===== src/rtl/dadda_mac_accum_pkg.sv =====
// Shared constants and types for the Dadda multiplier accumulator and the multiplier integration.
package dadda_mac_accum_pkg;

  localparam int unsigned MulLat  = 5;
  localparam int unsigned ProdW   = 16;
  localparam int unsigned AccWDef = 24;
  localparam int unsigned CntWDef = 8;

  typedef struct packed {
    logic valid;
    logic first;
    logic last;
  } beat_tag_t;

  typedef struct packed {
    logic [AccWDef-1:0] data;
    logic               ovf;
    logic [CntWDef-1:0] beats;
  } result_t;

endpackage


===== src/rtl/dadda_mac_accum_if.sv =====
// Operand-side tag handshake plus result valid/ready channel of the accumulator.
interface dadda_mac_accum_if #(
  parameter int unsigned ACC_W = 24,
  parameter int unsigned CNT_W = 8
);
  import dadda_mac_accum_pkg::*;

  logic             in_valid;
  logic             in_ready;
  logic             in_first;
  logic             in_last;
  logic [ProdW-1:0] prod;
  logic             out_valid;
  logic             out_ready;
  logic [ACC_W-1:0] out_data;
  logic             out_ovf;
  logic [CNT_W-1:0] out_beats;

  modport master (
    output in_valid, in_first, in_last, prod, out_ready,
    input  in_ready, out_valid, out_data, out_ovf, out_beats
  );

  modport slave (
    input  in_valid, in_first, in_last, prod, out_ready,
    output in_ready, out_valid, out_data, out_ovf, out_beats
  );

endinterface


===== src/rtl/dadda_result_fifo.sv =====
// Small synchronous FIFO holding completed frame results; head is shown combinationally.
module dadda_result_fifo #(
  parameter int unsigned Width = 8,
  parameter int unsigned Depth = 2
) (
  input  logic             clk,
  input  logic             rst,
  input  logic             push_i,
  input  logic [Width-1:0] data_i,
  input  logic             pop_i,
  output logic             full_o,
  output logic             empty_o,
  output logic [Width-1:0] data_o
);

  localparam int unsigned PtrW = (Depth > 1) ? $clog2(Depth) : 1;
  localparam int unsigned CntW = $clog2(Depth + 1);

  logic [Width-1:0] mem_q [Depth];
  logic [PtrW-1:0]  wr_ptr_q, rd_ptr_q;
  logic [CntW-1:0]  count_q;
  logic             do_push, do_pop;

  function automatic logic [PtrW-1:0] ptr_inc(input logic [PtrW-1:0] p);
    return (p == PtrW'(Depth - 1)) ? '0 : p + PtrW'(1);
  endfunction

  assign full_o  = (count_q == CntW'(Depth));
  assign empty_o = (count_q == '0);
  assign do_pop  = pop_i & ~empty_o;
  // A pop frees the slot this same edge, so a full FIFO can still take a push.
  assign do_push = push_i & (~full_o | do_pop);
  assign data_o  = mem_q[rd_ptr_q];

  always_ff @(posedge clk) begin
    if (rst) begin
      wr_ptr_q <= '0;
      rd_ptr_q <= '0;
      count_q  <= '0;
      for (int unsigned i = 0; i < Depth; i++) mem_q[i] <= '0;
    end else begin
      if (do_push) begin
        mem_q[wr_ptr_q] <= data_i;
        wr_ptr_q        <= ptr_inc(wr_ptr_q);
      end
      if (do_pop) rd_ptr_q <= ptr_inc(rd_ptr_q);
      unique case ({do_push, do_pop})
        2'b10:   count_q <= count_q + CntW'(1);
        2'b01:   count_q <= count_q - CntW'(1);
        default: count_q <= count_q;
      endcase
    end
  end

endmodule


===== src/rtl/dadda_mac_accum.sv =====
// Accumulates delayed multiplier products into per-frame sums, buffered and credit-flow-controlled.
module dadda_mac_accum
  import dadda_mac_accum_pkg::*;
#(
  parameter int unsigned MUL_LAT    = MulLat,
  parameter int unsigned ACC_W      = AccWDef,
  parameter int unsigned CNT_W      = CntWDef,
  parameter int unsigned FIFO_DEPTH = 2
) (
  input logic               clk,
  input logic               rst,
  dadda_mac_accum_if.slave  bus
);

  localparam int unsigned CrW  = $clog2(FIFO_DEPTH + 1);
  localparam int unsigned ResW = ACC_W + 1 + CNT_W;

  beat_tag_t        tags_q [MUL_LAT];
  beat_tag_t        tail;
  logic [CrW-1:0]   credits_q, credits_d;
  logic [ACC_W-1:0] acc_q, acc_d;
  logic             ovf_q, ovf_d;
  logic [CNT_W-1:0] beats_q, beats_d;
  logic [ACC_W:0]   sum;
  logic             accept, push, pop, fifo_full, fifo_empty;
  logic [ResW-1:0]  fifo_head;

  assign bus.in_ready = (credits_q != '0);
  assign accept       = bus.in_valid & bus.in_ready;
  assign tail         = tags_q[MUL_LAT-1];
  assign push         = tail.valid & tail.last;
  assign pop          = bus.out_valid & bus.out_ready;
  assign sum          = {1'b0, acc_q} + (ACC_W + 1)'(bus.prod);

  always_comb begin
    acc_d   = acc_q;
    ovf_d   = ovf_q;
    beats_d = beats_q;
    if (tail.valid) begin
      if (tail.first) begin
        acc_d   = ACC_W'(bus.prod);
        ovf_d   = 1'b0;
        beats_d = CNT_W'(1);
      end else begin
        acc_d   = sum[ACC_W-1:0];
        ovf_d   = ovf_q | sum[ACC_W];
        beats_d = beats_q + CNT_W'(1);
      end
    end
  end

  // One credit per FIFO slot, reserved when a frame's last beat enters the pipeline.
  always_comb begin
    credits_d = credits_q;
    unique case ({accept & bus.in_last, pop})
      2'b10:   credits_d = credits_q - CrW'(1);
      2'b01:   credits_d = credits_q + CrW'(1);
      default: credits_d = credits_q;
    endcase
  end

  always_ff @(posedge clk) begin
    if (rst) begin
      for (int unsigned i = 0; i < MUL_LAT; i++) tags_q[i] <= '0;
      acc_q     <= '0;
      ovf_q     <= 1'b0;
      beats_q   <= '0;
      credits_q <= CrW'(FIFO_DEPTH);
    end else begin
      tags_q[0] <= '{valid: accept, first: bus.in_first, last: bus.in_last};
      for (int unsigned i = 1; i < MUL_LAT; i++) tags_q[i] <= tags_q[i-1];
      acc_q     <= acc_d;
      ovf_q     <= ovf_d;
      beats_q   <= beats_d;
      credits_q <= credits_d;
    end
  end

  always_ff @(posedge clk) begin
    if (!rst) assert (!(push && fifo_full && !pop));
  end

  dadda_result_fifo #(
    .Width (ResW),
    .Depth (FIFO_DEPTH)
  ) u_fifo (
    .clk     (clk),
    .rst     (rst),
    .push_i  (push),
    .data_i  ({acc_d, ovf_d, beats_d}),
    .pop_i   (bus.out_ready),
    .full_o  (fifo_full),
    .empty_o (fifo_empty),
    .data_o  (fifo_head)
  );

  assign bus.out_valid = ~fifo_empty;
  assign {bus.out_data, bus.out_ovf, bus.out_beats} = fifo_head;

endmodule

===== src/flat_wrapper.sv =====
// flat-port wrapper written by rule: the top's interface ports become plain ports
module dadda_mac_accum_flat import dadda_mac_accum_pkg::*;
#(
  parameter int unsigned MUL_LAT    = MulLat,
  parameter int unsigned ACC_W      = AccWDef,
  parameter int unsigned CNT_W      = CntWDef,
  parameter int unsigned FIFO_DEPTH = 2
)
  (clk, rst, bus_in_valid, bus_in_first, bus_in_last, bus_prod, bus_out_ready, bus_in_ready, bus_out_valid, bus_out_data, bus_out_ovf, bus_out_beats);
  dadda_mac_accum_if #(.ACC_W(ACC_W), .CNT_W(CNT_W)) bus_i ();
  input logic clk;
  input logic rst;
  input wire logic [$bits(bus_i.in_valid)-1:0] bus_in_valid;
  input wire logic [$bits(bus_i.in_first)-1:0] bus_in_first;
  input wire logic [$bits(bus_i.in_last)-1:0] bus_in_last;
  input wire logic [$bits(bus_i.prod)-1:0] bus_prod;
  input wire logic [$bits(bus_i.out_ready)-1:0] bus_out_ready;
  output wire logic [$bits(bus_i.in_ready)-1:0] bus_in_ready;
  output wire logic [$bits(bus_i.out_valid)-1:0] bus_out_valid;
  output wire logic [$bits(bus_i.out_data)-1:0] bus_out_data;
  output wire logic [$bits(bus_i.out_ovf)-1:0] bus_out_ovf;
  output wire logic [$bits(bus_i.out_beats)-1:0] bus_out_beats;
  assign bus_i.in_valid = bus_in_valid;
  assign bus_i.in_first = bus_in_first;
  assign bus_i.in_last = bus_in_last;
  assign bus_i.prod = bus_prod;
  assign bus_i.out_ready = bus_out_ready;
  assign bus_in_ready = bus_i.in_ready;
  assign bus_out_valid = bus_i.out_valid;
  assign bus_out_data = bus_i.out_data;
  assign bus_out_ovf = bus_i.out_ovf;
  assign bus_out_beats = bus_i.out_beats;
  dadda_mac_accum #(.MUL_LAT(MUL_LAT), .ACC_W(ACC_W), .CNT_W(CNT_W), .FIFO_DEPTH(FIFO_DEPTH)) u_core (.clk(clk), .rst(rst), .bus(bus_i));
endmodule

===== config.mk =====
export PLATFORM = sky130hd
export DESIGN_NAME = dadda_mac_accum_flat
export DESIGN_NICKNAME = d
export VERILOG_FILES = /design/src/rtl/dadda_mac_accum_pkg.sv /design/src/rtl/dadda_mac_accum_if.sv /design/src/rtl/dadda_result_fifo.sv /design/src/rtl/dadda_mac_accum.sv /design/src/flat_wrapper.sv
export SDC_FILE = /design/constraint.sdc
export NUM_CORES = 1
export LEC_CHECK = 0
export CAP_MARGIN = 0
export CORE_MARGIN = 8
export CORE_UTILIZATION = 54
export CTS_BUF_LIST = sky130_fd_sc_hd__clkbuf_4
export CTS_CLUSTER_DIAMETER = 40
export DETAILED_ROUTE_END_ITERATION = 7
export PLACE_DENSITY = 0.79
export SLEW_MARGIN = 20
export SYNTH_ARGS = -nofsm -noshare
export SYNTH_HDL_FRONTEND = slang
export SYNTH_SLANG_ARGS = --single-unit

===== constraint.sdc =====
create_clock -name clk -period 2.4 [get_ports clk]
set_input_delay 0.36 -clock clk [delete_from_list [all_inputs] [get_ports clk]]
set_output_delay 0.36 -clock clk [all_outputs]
set_load 0.1 [all_outputs]

==> flow_summary.ini <==
[sta]
final.min_clock_period_ns = 2.47
timing.final.crit_share = 1.03
relSlewSlack = 0.475
maxSlewViolCount = 0
finalWorstSetupSlack_ns = -0.0737
hold_viol = 0
setup_viol = 17
fmax_mhz = 404
fin_skew_ns = 0.0189
rsz0062_at_grt = yes
worstMarginPinSlew_ns = 0.787

[worst_setup_path]
critPathSlowestCell = clkdlybuf4s50_1
r2r-start = u_core.acc_q[0]
path_class = in -> reg
max_stage_delay_ns = 0.54
start_kind = input port
arrival_ns = 2.85
startpoint = bus_prod[0]
cp-end-kind = register
crit_path_max_fanout = 5
crit_required_ns = 2.78
path_cells = clkdlybuf4s50_1 > ha_4 > inv_2 > fa_2 > nand2b_4 > a211oi_4 > buf_6 > a2bb2oi_4 > o211ai_1 > or3_4 > a21oi_1

[logic_synthesis]
syn_nets = 644
ys_seq_elements = 121
synth.distinct_cells = 65
synth_edf_count = 66
yosysSeqAreaShare = 0.510
async_flop_share = 0
synth_flop_cell = edfxtp_1
synthCells = 603
synth_area_per_cell_um2 = 10.0
syn_area_mm2 = 0.00605
synth-warning-count = 0

[die]
coreArea_mm2 = 0.0109
num_rows = 38
die_w_um = 122
pin_count = 57
die_area_mm2 = 0.0148
die_y_um = 122
initial_utilization = 0.555

[power]
peakVddDrop_mv = 0.391
fin_total_pwr_mw = 4.57
power_frac_seq = 0.497
p_int_mw = 3.33
power_leakage_nw = 3.07
clkPwrFrac = 0.370
switching_share = 0.272
powerDensity_mw_per_mm2 = 557
power_frac_comb = 0.133
power.switching_mw = 1.24

[cells_and_area]
fin_cells = 879
area.growth.synth_to_final_pct = 35.5
post_route_cells_drive_above_1_share = 0.306
seqCellArea_mm2 = 0.00308
post-route-util = 0.753
nets = 767
nFillCells = 732
multiInputGateArea_mm2 = 0.00301
final_cell_mix = nor2_1 (98), buf_4 (74), edfxtp_1 (66)
layout_commonest_cell = nor2_1
diodes = 0

[clock_network]
clockRootBuffer = clkbuf_4
ctsLongestPathBuffers = 2
cts_buffers = 17
cts_hold_buf = 0
clk_pin_slew_ns = 0.11
h-tree-depth = 4
clk_latency_ns = 0.53
cts_tree = yes
cts_sinks = 121

[place]
portBuffers = 56
routabilityCongestion = 0.938
dp_worst_setup_slack_ns = -0.707
placedCellCount = 837
hpwl_mm = 11.0

[min_path]
hold_path_class = in -> reg
min-delay-start = bus_in_first

[grt]
grt_pass1_wl_mm = 25.1
grt_overflow_total = 0
antenna_found_initial = 0
grt_pass1_vias = 5023
grtUsageTotal = 0.217
grt_max_degree = 52

[routing]
firstDrtPassIters = 7
drcViolationCount = 0
drt-total-wl_mm = 15.9
wl_per_cell_um = 18.1
first_iter_violations = 557
ant_nets = 0
viasPerCell = 5.93
vias = 5210

[job]
maxCapViolCount = 0

[run_status]
outcome = finished with violations
violations = negative setup slack
[power groups by stage]
stage | Clock [mW] | Sequential, mW | Combinational [mW]
3_3_place_gp | 0 | 2.31 | 0.582
4_1_cts | 1.69 | 2.27 | 0.598
5_1_grt | 1.79 | 2.28 | 0.642
2_1_floorplan | 0 | 2.30 | 0.351
6_report | 1.69 | 2.27 | 0.608
3_5_place_dp | 0 | 2.31 | 0.591
[layer usage]
metal	GRT usage	share of wire
met2	0.356	0.47
met3	0.0532	0.090
met5	0	0
met4	0.0810	0.017
met1	0.271	0.42
[kinds of logic after synthesis]
logic type,count (synthesis),synth area share
flops,121,0.510
fa+ha+maj,19,0.0406
simple gates,241,0.190
mux,38,0.0700
xor+xnor,15,0.0217
compound gates,127,0.135
buf+inv,42,0.0331
[state kept, by name, summed over array words and instances (netlist names), named ones only]
register                count
u_core.acc_q               24
u_core.beats_q              8
u_core.credits_q            2
u_core.ovf_q                1
u_core.tags_q              15
u_core.u_fifo.count_q       2
u_core.u_fifo.mem_q        66
u_core.u_fifo.rd_ptr_q      1
u_core.u_fifo.wr_ptr_q      1
[final timing paths]
| path | cells after the start | endpoint | slack (ns) |
|---|---|---|---|
| setup / recovery | 11 | u_core.u_fifo.mem_q[1][29] | -0.07 |
| hold / removal | 2 | u_core.tags_q[0][1] | 0.39 |
| setup reg to reg | 10 | u_core.u_fifo.mem_q[1][29] | -0.04 |
| hold reg to reg | 1 | u_core.tags_q[0][11] | 0.45 |
[worst max-delay path, delay by kind of cell]
family | cells | cell delay [ns]
simple gates | 2 | 0.54
fa+ha+maj | 2 | 0.52
compound gates | 4 | 0.70
buf+inv | 3 | 0.73
[final cells by class]
class,count,share of cell area
Clock buffer,18,0.0165
Clock inverter,14,0.0240
Inverter,9,0.00412
Multi-Input combinational cell,440,0.367
Sequential cell,121,0.376
Tap cell,140,0.0214
Timing Repair Buffer,137,0.191
[Yosys cell counts (3+ instances only)]
cell type	n	area share
nor2b_1	15	0.016
ha_1	18	0.037
a21oi_1	45	0.037
nor2_1	102	0.063
nand2b_1	10	0.010
xor2_1	9	0.013
and3_1	4	0.0041
or2_2	3	0.0031
nand2_1	41	0.025
xnor2_1	6	0.0087
nor3_1	19	0.016
or3_1	4	0.0041
mux2_2	34	0.063
buf_1	3	0.0019
clkbuf_1	25	0.016
a21o_1	3	0.0037
nor4_1	3	0.0031
nand4_1	5	0.0052
o31ai_1	4	0.0050
dfxtp_1	55	0.18
a211oi_1	3	0.0037
o21a_1	7	0.0087
inv_1	8	0.0050
or4_1	4	0.0050
o211ai_1	14	0.017
and3b_1	3	0.0043
o21ai_0	25	0.021
and2_1	4	0.0041
edfxtp_1	66	0.33
mux2i_1	4	0.0066
nand3_1	14	0.012
[stage by stage]
step / TNS, ns / hold slack, ns / area [µm²]
after floorplan: -0.00537 / 0.414 / 6070
after global placement: -24.28 / 0.417 / 7540
after detailed placement: -27.09 / 0.430 / 7540
after CTS: -0.0209 / 0.341 / 7970
after global routing: -1.89 / 0.354 / 8190
final: -0.628 / 0.385 / 8190
[what timing repair did]
action | in CTS | in global routing
setup buffers | 6 | 4
pin swaps | 8 | 23
setup endpoints to repair | 30 | 37
resized for setup | 12 | 38
cloned | 0 | 0
Power figures use the tool's default switching activity.
